## src/rtl/if_fetch_unit.sv

```systemverilog
// if_fetch_unit: MIPS IF stage; owns the PC, issues single-outstanding imem requests, drains wrong-path responses.
// Optional FETCH_PERF_EN adds fetch_cnt/discard_cnt counters.
module if_fetch_unit #(
  parameter logic [31:0] RESET_PC   = 32'h0040_0000,
  parameter logic [31:0] EXC_VECTOR = 32'h8000_0180
) (
  input  logic        clk,
  input  logic        reset_n,
  input  logic        stall,
  input  logic        exc_i,
  input  logic        branch_taken_i,
  input  logic [31:0] branch_target_i,
  input  logic        jump_i,
  input  logic [31:0] jump_target_i,
  output logic        imem_req,
  output logic [31:0] imem_addr,
  input  logic        imem_ack,
  input  logic [31:0] imem_rdata,
  output logic [31:0] instr_o,
  output logic [31:0] pcp4_o,
`ifdef FETCH_PERF_EN
  output logic [31:0] fetch_cnt,
  output logic [31:0] discard_cnt,
`endif
  output logic        out_valid
);
  typedef enum logic [1:0] {IDLE, FETCH, DRAIN} state_t;
  state_t      state_q, state_d;
  logic [31:0] pc_q, pc_d, instr_q, instr_d, pcp4_q, pcp4_d, drain_addr_q, drain_addr_d;
  logic        out_valid_q, out_valid_d;
  logic        redirect;
  logic [31:0] target;
  assign redirect = exc_i | branch_taken_i | jump_i;
  assign target   = exc_i ? EXC_VECTOR : branch_taken_i ? branch_target_i : jump_target_i;
  always_comb begin
    state_d      = state_q;
    pc_d         = pc_q;
    instr_d      = instr_q;
    pcp4_d       = pcp4_q;
    drain_addr_d = drain_addr_q;
    out_valid_d  = out_valid_q;
    imem_req     = 1'b0;
    imem_addr    = pc_q;
    unique case (state_q)
      IDLE: begin
        state_d = FETCH;
        pc_d    = redirect ? target : pc_q;
      end
      FETCH: begin
        imem_req = !out_valid_q || !stall;
        if (redirect) begin
          // flush overrides stall; an unanswered request must be drained first
          pc_d        = target;
          out_valid_d = 1'b0;
          if (imem_req && !imem_ack) begin
            drain_addr_d = pc_q;
            state_d      = DRAIN;
          end
        end else if (imem_req && imem_ack) begin
          instr_d     = imem_rdata;
          pcp4_d      = pc_q + 32'd4;
          pc_d        = pc_q + 32'd4;
          out_valid_d = 1'b1;
        end else if (out_valid_q && !stall) begin
          out_valid_d = 1'b0;
        end
      end
      DRAIN: begin
        imem_req    = 1'b1;
        imem_addr   = drain_addr_q;
        out_valid_d = 1'b0;
        pc_d        = redirect ? target : pc_q;
        state_d     = imem_ack ? FETCH : DRAIN;
      end
      default: state_d = IDLE;
    endcase
  end
  always_ff @(posedge clk or negedge reset_n) begin
    if (!reset_n) begin
      state_q      <= IDLE;
      pc_q         <= RESET_PC;
      instr_q      <= '0;
      pcp4_q       <= '0;
      drain_addr_q <= '0;
      out_valid_q  <= 1'b0;
    end else begin
      state_q      <= state_d;
      pc_q         <= pc_d;
      instr_q      <= instr_d;
      pcp4_q       <= pcp4_d;
      drain_addr_q <= drain_addr_d;
      out_valid_q  <= out_valid_d;
    end
  end
  assign instr_o   = instr_q;
  assign pcp4_o    = pcp4_q;
  assign out_valid = out_valid_q;
`ifdef FETCH_PERF_EN
  logic [31:0] fetch_cnt_q, fetch_cnt_d, discard_cnt_q, discard_cnt_d;
  logic        deliver, discard;
  assign deliver = state_q == FETCH && !redirect && imem_req && imem_ack;
  assign discard = imem_ack && ((state_q == FETCH && redirect && imem_req) || state_q == DRAIN);
  always_comb begin
    fetch_cnt_d   = deliver ? fetch_cnt_q + 32'd1 : fetch_cnt_q;
    discard_cnt_d = discard ? discard_cnt_q + 32'd1 : discard_cnt_q;
  end
  always_ff @(posedge clk or negedge reset_n) begin
    if (!reset_n) begin
      fetch_cnt_q   <= '0;
      discard_cnt_q <= '0;
    end else begin
      fetch_cnt_q   <= fetch_cnt_d;
      discard_cnt_q <= discard_cnt_d;
    end
  end
  assign fetch_cnt   = fetch_cnt_q;
  assign discard_cnt = discard_cnt_q;
`endif
endmodule

```

## config.mk

```make
export PLATFORM = sky130hd
export DESIGN_NAME = if_fetch_unit
export DESIGN_NICKNAME = d
export VERILOG_FILES = /design/src/rtl/if_fetch_unit.sv
export SDC_FILE = /design/constraint.sdc
export NUM_CORES = 1
export LEC_CHECK = 0
export ABC_AREA = 0
export CAP_MARGIN = 10
export CORE_MARGIN = 2
export CORE_UTILIZATION = 52
export DETAILED_ROUTE_END_ITERATION = 10
export PLACE_DENSITY = 0.91
export SLEW_MARGIN = 30
export SYNTH_ARGS = -nofsm -noshare
export SYNTH_HDL_FRONTEND = slang
export SYNTH_SLANG_ARGS = --single-unit
```

## constraint.sdc

```tcl
create_clock -name clk -period 5.2 [get_ports clk]
set_input_delay 1.04 -clock clk [delete_from_list [all_inputs] [get_ports clk]]
set_output_delay 1.04 -clock clk [all_outputs]
set_load 0.01 [all_outputs]
```

Yosys cells after proc, flatten, opt, wreduce, memory -nomap -nowiden
Cells that the tools add are included.
{ "word_totals": {"elab_cells": 49, "in_bits": 103, "reg_bits": 131} }
{ "op_classes": {"n_eq_ne": 7, "n_mux": 16, "bitwise_logic": 3, "n_reduce_logical": 16, "n_addsub": 1} }
{ "op_table": {"columns": ["operator", "count"], "rows": [
  ["$mux W32", 6],
  ["$pmux W32 S2", 1],
  ["$add A32 B3 Y32 const B", 1],
  ["$reduce_and A3 Y1", 3],
  ["$mux W2", 3],
  ["$pmux W2 S3", 1],
  ["$ne A2 B2 Y1 const B", 2],
  ["$ne A4 B4 Y1 const B", 1],
  ["$pmux W1 S2", 2],
  ["$reduce_and A2 Y1", 2],
  ["$reduce_bool A2 Y1", 2],
  ["$logic_and A1 B1 Y1", 3],
  ["$logic_not A1 Y1", 3],
  ["$mux W1", 3],
  ["$ne A3 B3 Y1 const B", 1],
  ["$eq A2 B1 Y1 const B", 1],
  ["$eq A2 B2 Y1 const B", 1],
  ["$logic_not A2 Y1", 1],
  ["$ne A2 B1 Y1 const B", 1],
  ["$or A1 B1 Y1", 2],
  ["$reduce_or A2 Y1", 1],
  ["$logic_or A1 B1 Y1", 1],
  ["$not A1 Y1", 1]
]} }

Longest topological paths before layout
Gate-level depths: netlist of the first run.
{ "logic_depth": {"depth_word": 6, "mapped_depth": 10} }

Least setup slack after synthesis of the first run
OpenSTA, ideal clock, no wires.
{ "synth_path": {"kind": "reg2out", "from": "register state_q[0]", "to": "output imem_addr[10]", "path_buffers": 2, "stages_incl_launch_ff": 6, "slack_ps": 2444, "arrival_ps": 1716, "path_cell_list": "dfrtp_1 > inv_1 > ha_1 > clkbuf_1 > buf_1 > mux2_2"} }
{ "synth_via": {"elab_chain_len": 2} }
{ "synth_lines": {"columns": ["element", "line_no", "source"], "rows": [
  ["from (decl)", "28", "state_t state_q, state_d;"],
  ["from (signal assigned)", "87", "state_q <= state_d;"],
  ["$eq A2 B2 Y1", "44", "unique case (state_q)"],
  ["$mux W32", "44", null],
  ["to (decl)", "16", "output logic [31:0] imem_addr,"]
]} }
No other way between the ends.

Final worst setup path of the first run
{ "layout_path": {"from": "register state_q[0]", "to": "output imem_addr[18]"} }
Same word-level chain as after synthesis.

==> metrics.txt, run 1 <==
# TYPE chip_impl_metric gauge
chip_impl_info{name="outcome",value="finished, final reports clean"} 1
chip_impl_metric{name="post_cts_buffers",unit=""} 0
chip_impl_metric{name="drt_iter0_drc",unit=""} 472
chip_impl_info{name="cts_tree",value="built"} 1
chip_impl_metric{name="fill_cells",unit=""} 894
chip_impl_metric{name="clk_transition_reported_paths",unit="ps"} 50
chip_impl_metric{name="finalCriticalPeriod",unit="ps"} 3530
chip_impl_metric{name="grt_pass1_wl",unit="um"} 30500
chip_impl_metric{name="die_y",unit="um"} 119
chip_impl_metric{name="final_sum_of_negative_setup_slack",unit="ps"} 0
chip_impl_metric{name="timing.clock.skew",unit="ps"} 9.62
chip_impl_metric{name="number_of_port_buffers",unit=""} 200
chip_impl_info{name="rsz0062_at_grt",value="false"} 1
chip_impl_metric{name="grt.overflow.total",unit=""} 0
chip_impl_metric{name="finalHoldViolCount",unit=""} 0
chip_impl_metric{name="finalWirelength",unit="um"} 18900
chip_impl_metric{name="part_of_the_yosys_area_used_for_sequential_elements",unit="%"} 48.0
chip_impl_metric{name="die_area",unit="sq mm"} 0.0141
chip_impl_info{name="worst_hold_path_type",value="reg2reg"} 1
chip_impl_metric{name="synth_edf_count",unit=""} 0
chip_impl_metric{name="floorplan.initialDensity",unit="%"} 53.7
chip_impl_metric{name="cts.path.max_buffers",unit=""} 2
chip_impl_metric{name="grt_antenna_before_repair",unit=""} 0
chip_impl_metric{name="synth.top_cell.area_share",unit="%"} 47.6
chip_impl_metric{name="synth.lib_cells_used.distinct",unit=""} 51
chip_impl_info{name="worstSetupStartpointType",value="flip-flop"} 1
chip_impl_metric{name="synth_seq_cells",unit=""} 131
chip_impl_metric{name="cts_resized",unit=""} 0
chip_impl_metric{name="post_synthesis_net_count",unit=""} 758
chip_impl_info{name="worst_setup_startpoint",value="state_q[0]"} 1
chip_impl_metric{name="clock_insertion_delay_worst_skew",unit="ps"} 420
chip_impl_metric{name="drc_errors",unit=""} 0
chip_impl_metric{name="vias_per_cell",unit=""} 5.78
chip_impl_info{name="critical_path.reg2reg.startpoint",value="state_q[0]"} 1
chip_impl_info{name="hold_start",value="pcp4_o[30]"} 1
chip_impl_metric{name="vdd.ir_drop.worst",unit="mV"} 0.244
chip_impl_metric{name="final_core_util",unit="%"} 74.3
chip_impl_metric{name="worst-endpoint-required",unit="ps"} 4160
chip_impl_metric{name="drt-wirelength-per-cell",unit="um"} 18.8
chip_impl_metric{name="ioPinCount",unit=""} 201
chip_impl_metric{name="grt.met1_usage",unit="%"} 33.2
chip_impl_metric{name="asyncSetResetFlopFracSynth",unit="%"} 100
chip_impl_metric{name="drive_gt1_share",unit="%"} 15.6
chip_impl_metric{name="timing.critical_path.fanout_max",unit=""} 47
chip_impl_metric{name="setup_viol",unit=""} 0
chip_impl_metric{name="detailed_place.area",unit="sq mm"} 0.00887
chip_impl_info{name="worst_path_max_delay_cell",value="sky130_fd_sc_hd__ha_4"} 1
chip_impl_metric{name="cts_num_sinks",unit=""} 131
chip_impl_metric{name="die_x",unit="um"} 119
chip_impl_info{name="yosys-top-cells-area",value="sky130_fd_sc_hd__dfrtp_1, sky130_fd_sc_hd__mux2_2, sky130_fd_sc_hd__o21ai_0"} 1
chip_impl_metric{name="first_pass_iters",unit=""} 6
chip_impl_metric{name="timing_max_transition_violations_final",unit=""} 0
chip_impl_metric{name="combined_area_of_the_multi_input_logic_cells",unit="sq mm"} 0.00331
chip_impl_metric{name="synth.yosys.warnings",unit=""} 0
chip_impl_metric{name="area_delta_synth_final",unit="%"} 38.3
chip_impl_metric{name="worst_slew_margin_rel",unit="%"} 37.0
chip_impl_metric{name="setup_slack_on_the_worst_flop_to_flop_path",unit="ps"} 2050
chip_impl_metric{name="critical_path_buf_inv_count",unit=""} 2
chip_impl_metric{name="n_antenna_cell",unit=""} 0
chip_impl_metric{name="holdBufCountCts",unit=""} 0
chip_impl_metric{name="cap_violations",unit=""} 0
chip_impl_metric{name="crit_arrival",unit="ps"} 2490
chip_impl_metric{name="vias",unit=""} 5829
chip_impl_info{name="ctsRootBufferMaster",value="sky130_fd_sc_hd__clkbuf_16"} 1
chip_impl_info{name="crit_path_cell_trace",value="inv_1 > ha_4 > mux2_2 > clkdlybuf4s50_1"} 1
chip_impl_metric{name="pin_count_of_the_biggest_net_entering_global_routing",unit=""} 94
chip_impl_metric{name="postRouteAntennaNets",unit=""} 0
chip_impl_metric{name="critical_path.max_stage_delay",unit="ps"} 570
chip_impl_metric{name="final_min_period_over_clock_period",unit="%"} 68.0
chip_impl_metric{name="timing_worst_slew_pin_value",unit="ps"} 945
chip_impl_metric{name="total_power",unit="W"} 0.00518
chip_impl_metric{name="placement_rows",unit=""} 41
chip_impl_info{name="crit_path_leading_delay_family",value="buffers and inverters"} 1
chip_impl_metric{name="dp_cells",unit=""} 977
chip_impl_metric{name="place.detailed.hpwl",unit="um"} 13100
chip_impl_metric{name="tritoncts.num_buffers",unit=""} 17
chip_impl_info{name="netlist.top_cell.by_area",value="sky130_fd_sc_hd__dfrtp_1"} 1
chip_impl_info{name="worstSetupPathType",value="reg2out"} 1
chip_impl_metric{name="layout.cells.non_filler",unit=""} 1008
chip_impl_metric{name="post_route_cell_area",unit="sq mm"} 0.00945
chip_impl_metric{name="h-tree-depth",unit=""} 4
chip_impl_metric{name="layout.nets",unit=""} 932
chip_impl_metric{name="global_route.usage.met3",unit="%"} 6.08
chip_impl_metric{name="grt_util_all_layers",unit="%"} 27.2
chip_impl_metric{name="top_achievable_clock_speed",unit="GHz"} 0.283
chip_impl_metric{name="power.static_leakage",unit="nW"} 4.01
chip_impl_metric{name="grt_pass1_vias",unit=""} 5978
chip_impl_info{name="crit_path_end_kind",value="output port"} 1
chip_impl_metric{name="placeableCoreArea",unit="sq mm"} 0.0127
chip_impl_metric{name="synth.cell_area",unit="sq mm"} 0.00684
chip_impl_metric{name="power_density",unit="mW/mm^2"} 548
chip_impl_metric{name="use_met2",unit="%"} 46.2
chip_impl_metric{name="syn_area_per_cell",unit="sq um"} 10.5
chip_impl_info{name="postSynth.topFlopCell",value="sky130_fd_sc_hd__dfrtp_1"} 1
chip_impl_metric{name="post_synth_inst_count",unit=""} 650
chip_impl_info{name="global_route.peak_usage_layer",value="met2"} 1
chip_impl_metric{name="sequential_cell_area",unit="sq mm"} 0.00328
chip_impl_metric{name="finalWeightedCongestion",unit=""} 0.876
[area by class of cell]
class | count | share of cell area (%)
multi-input combinational | 457 | 35.0
clock buffer | 26 | 5.18
inverter | 12 | 0.477
tap | 172 | 2.28
clock inverter | 5 | 0.794
sequential | 131 | 34.7
timing repair buffer | 205 | 21.5
[cell usage after synthesis, drive strengths merged (13+ instances only)]
cell	number
o21ai	66
xnor2	23
nand2	61
a21oi	21
mux2i	28
clkbuf	20
nor2	38
nor3	14
nand3	14
and3	13
mux2	94
dfrtp	130
buf	30
[flip-flops by register name (all words and copies together), names as in the netlist]
register / cells
drain_addr_q: 32
instr_o: 32
out_valid: 1
pc_q: 32
pcp4_o: 32
state_q: 2
[power breakdown]
group          leakage (nW)  internal (W)  switching (W)
combinational          2.05       0.00125       0.000958
sequential             1.69       0.00146       0.000347
clock                 0.278      0.000739       0.000424
total                  4.01       0.00345        0.00173
[tightest hold or removal path, delay by kind of cell (launching register included)]
kind,cells,cell delay (ps)
flops,1,340
simple gates,1,50
compound gates,1,60
[placed cells by master, fill, tap and decap left out, drive strengths merged, types with 5 or more instances in the layout]
cell type / count
and3: 13
a21oi: 21
mux2i: 28
o32a: 9
clkdlybuf4s50: 198
ha: 5
xor2: 5
buf: 7
dfrtp: 130
nand2: 61
and4: 5
mux2: 94
clkbuf: 26
and2: 5
o21ai: 66
nand3: 14
nor2: 38
o22ai: 7
o2bb2ai: 9
nor3: 14
xnor2: 23
inv: 12
nor2b: 5
[stage by stage]
step | worst slack (ps) | hold WS [ps]
after floorplan | 2440 | 452
after global placement | 1560 | 462
after detailed placement | 1430 | 469
after CTS | 1350 | 480
after global routing | 1540 | 509
final | 1670 | 478
[path summary, 6_finish.rpt]
| path | cells past startpoint | end |
|---|---|---|
| worst max-delay path | 4 | imem_addr[18] |
| worst min-delay path | 2 | pcp4_o[30] |
| worst max register to register | 8 | pc_q[10] |
| worst min register to register | 2 | pcp4_o[30] |
| max in group asynchronous | 2 | drain_addr_q[19] |
| min in group asynchronous | 1 | instr_o[25] |
[cells by family (layout without fill, tap and decap cells)]
family                   after synthesis  in the layout  share of synthesized area, %
flip-flops                           131            131                          48.0
buffers and inverters                 62            248                          3.99
adder cells (fa/ha/maj)                5              5                         0.915
AND/OR/NAND/NOR                      170            170                          12.2
XOR/XNOR                              28             28                          3.59
AO/OA/AOI/OAI                        132            132                          11.8
multiplexers                         122            122                          19.6
[per-layer routing]
layer  vias to the layer above  part of all wire (%)
met1                      2811                    41
met4                         0                   2.9
li1                       2667                     -
met3                        43                   7.2
met5                         -                     0
met2                       308                    49
(Power assumes the default switching activity.)
==> inputs of run 2 (changes only) <==
--- a/config.mk
+++ b/config.mk
@@ -8,9 +8,9 @@
 export ABC_AREA = 0
 export CAP_MARGIN = 10
 export CORE_MARGIN = 2
-export CORE_UTILIZATION = 52
+export CORE_UTILIZATION = 48
 export DETAILED_ROUTE_END_ITERATION = 10
-export PLACE_DENSITY = 0.91
+export PLACE_DENSITY = 0.85
 export SLEW_MARGIN = 30
 export SYNTH_ARGS = -nofsm -noshare
 export SYNTH_HDL_FRONTEND = slang
==> constraint.sdc (replaced) <==
create_clock -name clk -period 3.7 [get_ports clk]
set_input_delay 0.74 -clock clk [delete_from_list [all_inputs] [get_ports clk]]
set_output_delay 0.74 -clock clk [all_outputs]
set_load 0.01 [all_outputs]
==> metrics.txt, run 2 (same netlist as run 1, synthesis figures left out) <==
# TYPE chip_impl_metric gauge
chip_impl_metric{name="finalCriticalPeriod",unit="ps"} 3410
chip_impl_metric{name="drt_iter0_drc",unit=""} 441
chip_impl_info{name="layout.cells.most_common_list",value="sky130_fd_sc_hd__clkdlybuf4s50_1, sky130_fd_sc_hd__dfrtp_1, sky130_fd_sc_hd__mux2_2"} 1
chip_impl_metric{name="cap_violations",unit=""} 0
chip_impl_metric{name="finalWirelength",unit="um"} 18900
chip_impl_metric{name="fill_cells",unit=""} 999
chip_impl_metric{name="combPwrFrac",unit="%"} 41.0
chip_impl_info{name="worst_path_max_delay_cell",value="sky130_fd_sc_hd__clkdlybuf4s50_1"} 1
chip_impl_metric{name="finalWeightedCongestion",unit=""} 0.910
chip_impl_metric{name="grt_pass1_wl",unit="um"} 28900
chip_impl_metric{name="area_delta_synth_final",unit="%"} 40.8
chip_impl_metric{name="die_area",unit="sq mm"} 0.0152
chip_impl_metric{name="final_sum_of_negative_setup_slack",unit="ps"} 0
chip_impl_metric{name="pin_count_of_the_biggest_net_entering_global_routing",unit=""} 77
chip_impl_metric{name="tritoncts.num_buffers",unit=""} 17
chip_impl_metric{name="layout.nets",unit=""} 940
chip_impl_metric{name="grt.overflow.total",unit=""} 0
chip_impl_metric{name="power_density",unit="mW/mm^2"} 785
chip_impl_metric{name="number_of_port_buffers",unit=""} 200
chip_impl_metric{name="drt-wirelength-per-cell",unit="um"} 18.5
chip_impl_metric{name="worst-endpoint-required",unit="ps"} 2960
chip_impl_metric{name="detailed_place.area",unit="sq mm"} 0.00895
chip_impl_info{name="crit_path_leading_delay_family",value="buffers and inverters"} 1
chip_impl_info{name="worstSetupPathType",value="reg2out"} 1
chip_impl_metric{name="drive_gt1_share",unit="%"} 17.0
chip_impl_metric{name="power_frac_clock",unit="%"} 25.0
chip_impl_metric{name="dp_cells",unit=""} 993
chip_impl_info{name="ctsRootBufferMaster",value="sky130_fd_sc_hd__clkbuf_16"} 1
chip_impl_metric{name="power.switching_fraction",unit="%"} 32.4
chip_impl_metric{name="final_min_period_over_clock_period",unit="%"} 92.2
chip_impl_metric{name="first_pass_iters",unit=""} 5
chip_impl_metric{name="placement_rows",unit=""} 43
chip_impl_metric{name="grt_pass1_vias",unit=""} 5857
chip_impl_metric{name="cts.path.max_buffers",unit=""} 2
chip_impl_info{name="crit_path_end_kind",value="output port"} 1
chip_impl_metric{name="share_seq_of_total_power",unit="%"} 34.0
chip_impl_info{name="rsz0062_at_grt",value="false"} 1
chip_impl_metric{name="drc_errors",unit=""} 0
chip_impl_info{name="cts_tree",value="built"} 1
chip_impl_metric{name="final_core_util",unit="%"} 69.3
chip_impl_metric{name="finalHoldViolCount",unit=""} 0
chip_impl_metric{name="critical_path.max_stage_delay",unit="ps"} 480
chip_impl_info{name="worst_hold_path_type",value="in2async"} 1
chip_impl_metric{name="die_x",unit="um"} 123
chip_impl_metric{name="grt_util_all_layers",unit="%"} 24.9
chip_impl_info{name="worstSetupStartpointType",value="flip-flop"} 1
chip_impl_metric{name="timing_max_transition_violations_final",unit=""} 0
chip_impl_info{name="crit_path_cell_trace",value="inv_1 > ha_2 > buf_4 > mux2_2 > clkdlybuf4s50_1"} 1
chip_impl_metric{name="top_achievable_clock_speed",unit="GHz"} 0.293
chip_impl_metric{name="die_y",unit="um"} 123
chip_impl_metric{name="place.detailed.hpwl",unit="um"} 13300
chip_impl_info{name="mostFrequentLayoutCell",value="sky130_fd_sc_hd__clkdlybuf4s50_1"} 1
chip_impl_metric{name="timing.critical_path.fanout_max",unit=""} 18
chip_impl_metric{name="layout.cells.non_filler",unit=""} 1025
chip_impl_metric{name="postRouteAntennaNets",unit=""} 0
chip_impl_metric{name="cts_num_sinks",unit=""} 131
chip_impl_metric{name="clk_transition_reported_paths",unit="ps"} 60
chip_impl_metric{name="sequential_cell_area",unit="sq mm"} 0.00328
chip_impl_metric{name="minimum_setup_slack_in_the_final_design",unit="ps"} 289
chip_impl_metric{name="setup_viol",unit=""} 0
chip_impl_metric{name="timing_worst_slew_pin_value",unit="ps"} 761
chip_impl_metric{name="vias",unit=""} 5842
chip_impl_metric{name="n_antenna_cell",unit=""} 0
chip_impl_metric{name="ioPinCount",unit=""} 201
chip_impl_metric{name="placeableCoreArea",unit="sq mm"} 0.0139
chip_impl_metric{name="vias_per_cell",unit=""} 5.70
chip_impl_metric{name="p_sw",unit="W"} 0.00245
chip_impl_metric{name="pre_cts_ws",unit="ps"} 743
chip_impl_metric{name="power.static_leakage",unit="nW"} 4.12
chip_impl_metric{name="internal-power",unit="W"} 0.00511
chip_impl_metric{name="vdd.ir_drop.worst",unit="mV"} 0.350
chip_impl_metric{name="holdBufCountCts",unit=""} 0
chip_impl_info{name="outcome",value="finished, final reports clean"} 1
chip_impl_metric{name="h-tree-depth",unit=""} 4
chip_impl_metric{name="worst_slew_margin_rel",unit="%"} 49.1
chip_impl_metric{name="critical_path_buf_inv_count",unit=""} 3
chip_impl_metric{name="grt_antenna_before_repair",unit=""} 0
chip_impl_metric{name="timing.clock.skew",unit="ps"} 6.55
chip_impl_metric{name="post_cts_buffers",unit=""} 0
chip_impl_metric{name="cts_resized",unit=""} 0
chip_impl_metric{name="post_route_cell_area",unit="sq mm"} 0.00962
chip_impl_metric{name="combined_area_of_the_multi_input_logic_cells",unit="sq mm"} 0.00329
chip_impl_metric{name="crit_arrival",unit="ps"} 2670
chip_impl_metric{name="clock_insertion_delay_worst_skew",unit="ps"} 420
chip_impl_metric{name="floorplan.initialDensity",unit="%"} 49.3
## run 2: cell types whose count changed in the layout (fill, tap and decap cells not counted), sizes merged
cell,change
buf,+8
bufinv,+3
clkbuf,-3
clkinvlp,+1
## run 2: final timing paths
kind / startpoint / to / slack (ps) / depth (start not counted)
max reg2reg: state_q[0] / pc_q[1] / 1220 / 7
max: state_q[0] / imem_addr[19] / 290 / 5
min reg2reg: pcp4_o[30] / pcp4_o[30] / 480 / 2
max in group asynchronous: reset_n / pc_q[22] / 2570 / 2
min: reset_n / instr_o[30] / 330 / 1
min in group clk: pcp4_o[30] / pcp4_o[30] / 480 / 2
## run 2: metal layers
metal | track usage, % | vias to the layer above | share of wire, %
li1 | - | 2678 | -
met1 | 30.1 | 2807 | 41
met5 | 0 | - | 0
met4 | 11.5 | 0 | 2.8
met2 | 42.1 | 309 | 49
met3 | 5.58 | 48 | 7.6
## run 2: final cells by class
type | count | area share, %
Inverter | 12 | 0.468
Multi-Input combinational cell | 457 | 34.2
Sequential cell | 131 | 34.1
Timing Repair Buffer | 213 | 21.9
Clock buffer | 23 | 5.17
Tap cell | 180 | 2.34
Clock inverter | 9 | 1.79
## run 2: power by group through the flow
stage	clock network [W]	logic, W	registers (W)
after floorplan	0	0.00147	0.00256
after detailed placement	0	0.00308	0.00257
after global placement	0	0.00301	0.00251
after CTS	0.00191	0.00311	0.00256
final	0.00189	0.00309	0.00257
after global routing	0.00198	0.00334	0.00264
## run 2: stage by stage
step                      power [W]  hold WS (ps)
after floorplan             0.00402           444
final                       0.00755           329
after detailed placement    0.00566           474
after CTS                   0.00758           360
after global placement      0.00552           462
after global routing        0.00796           396
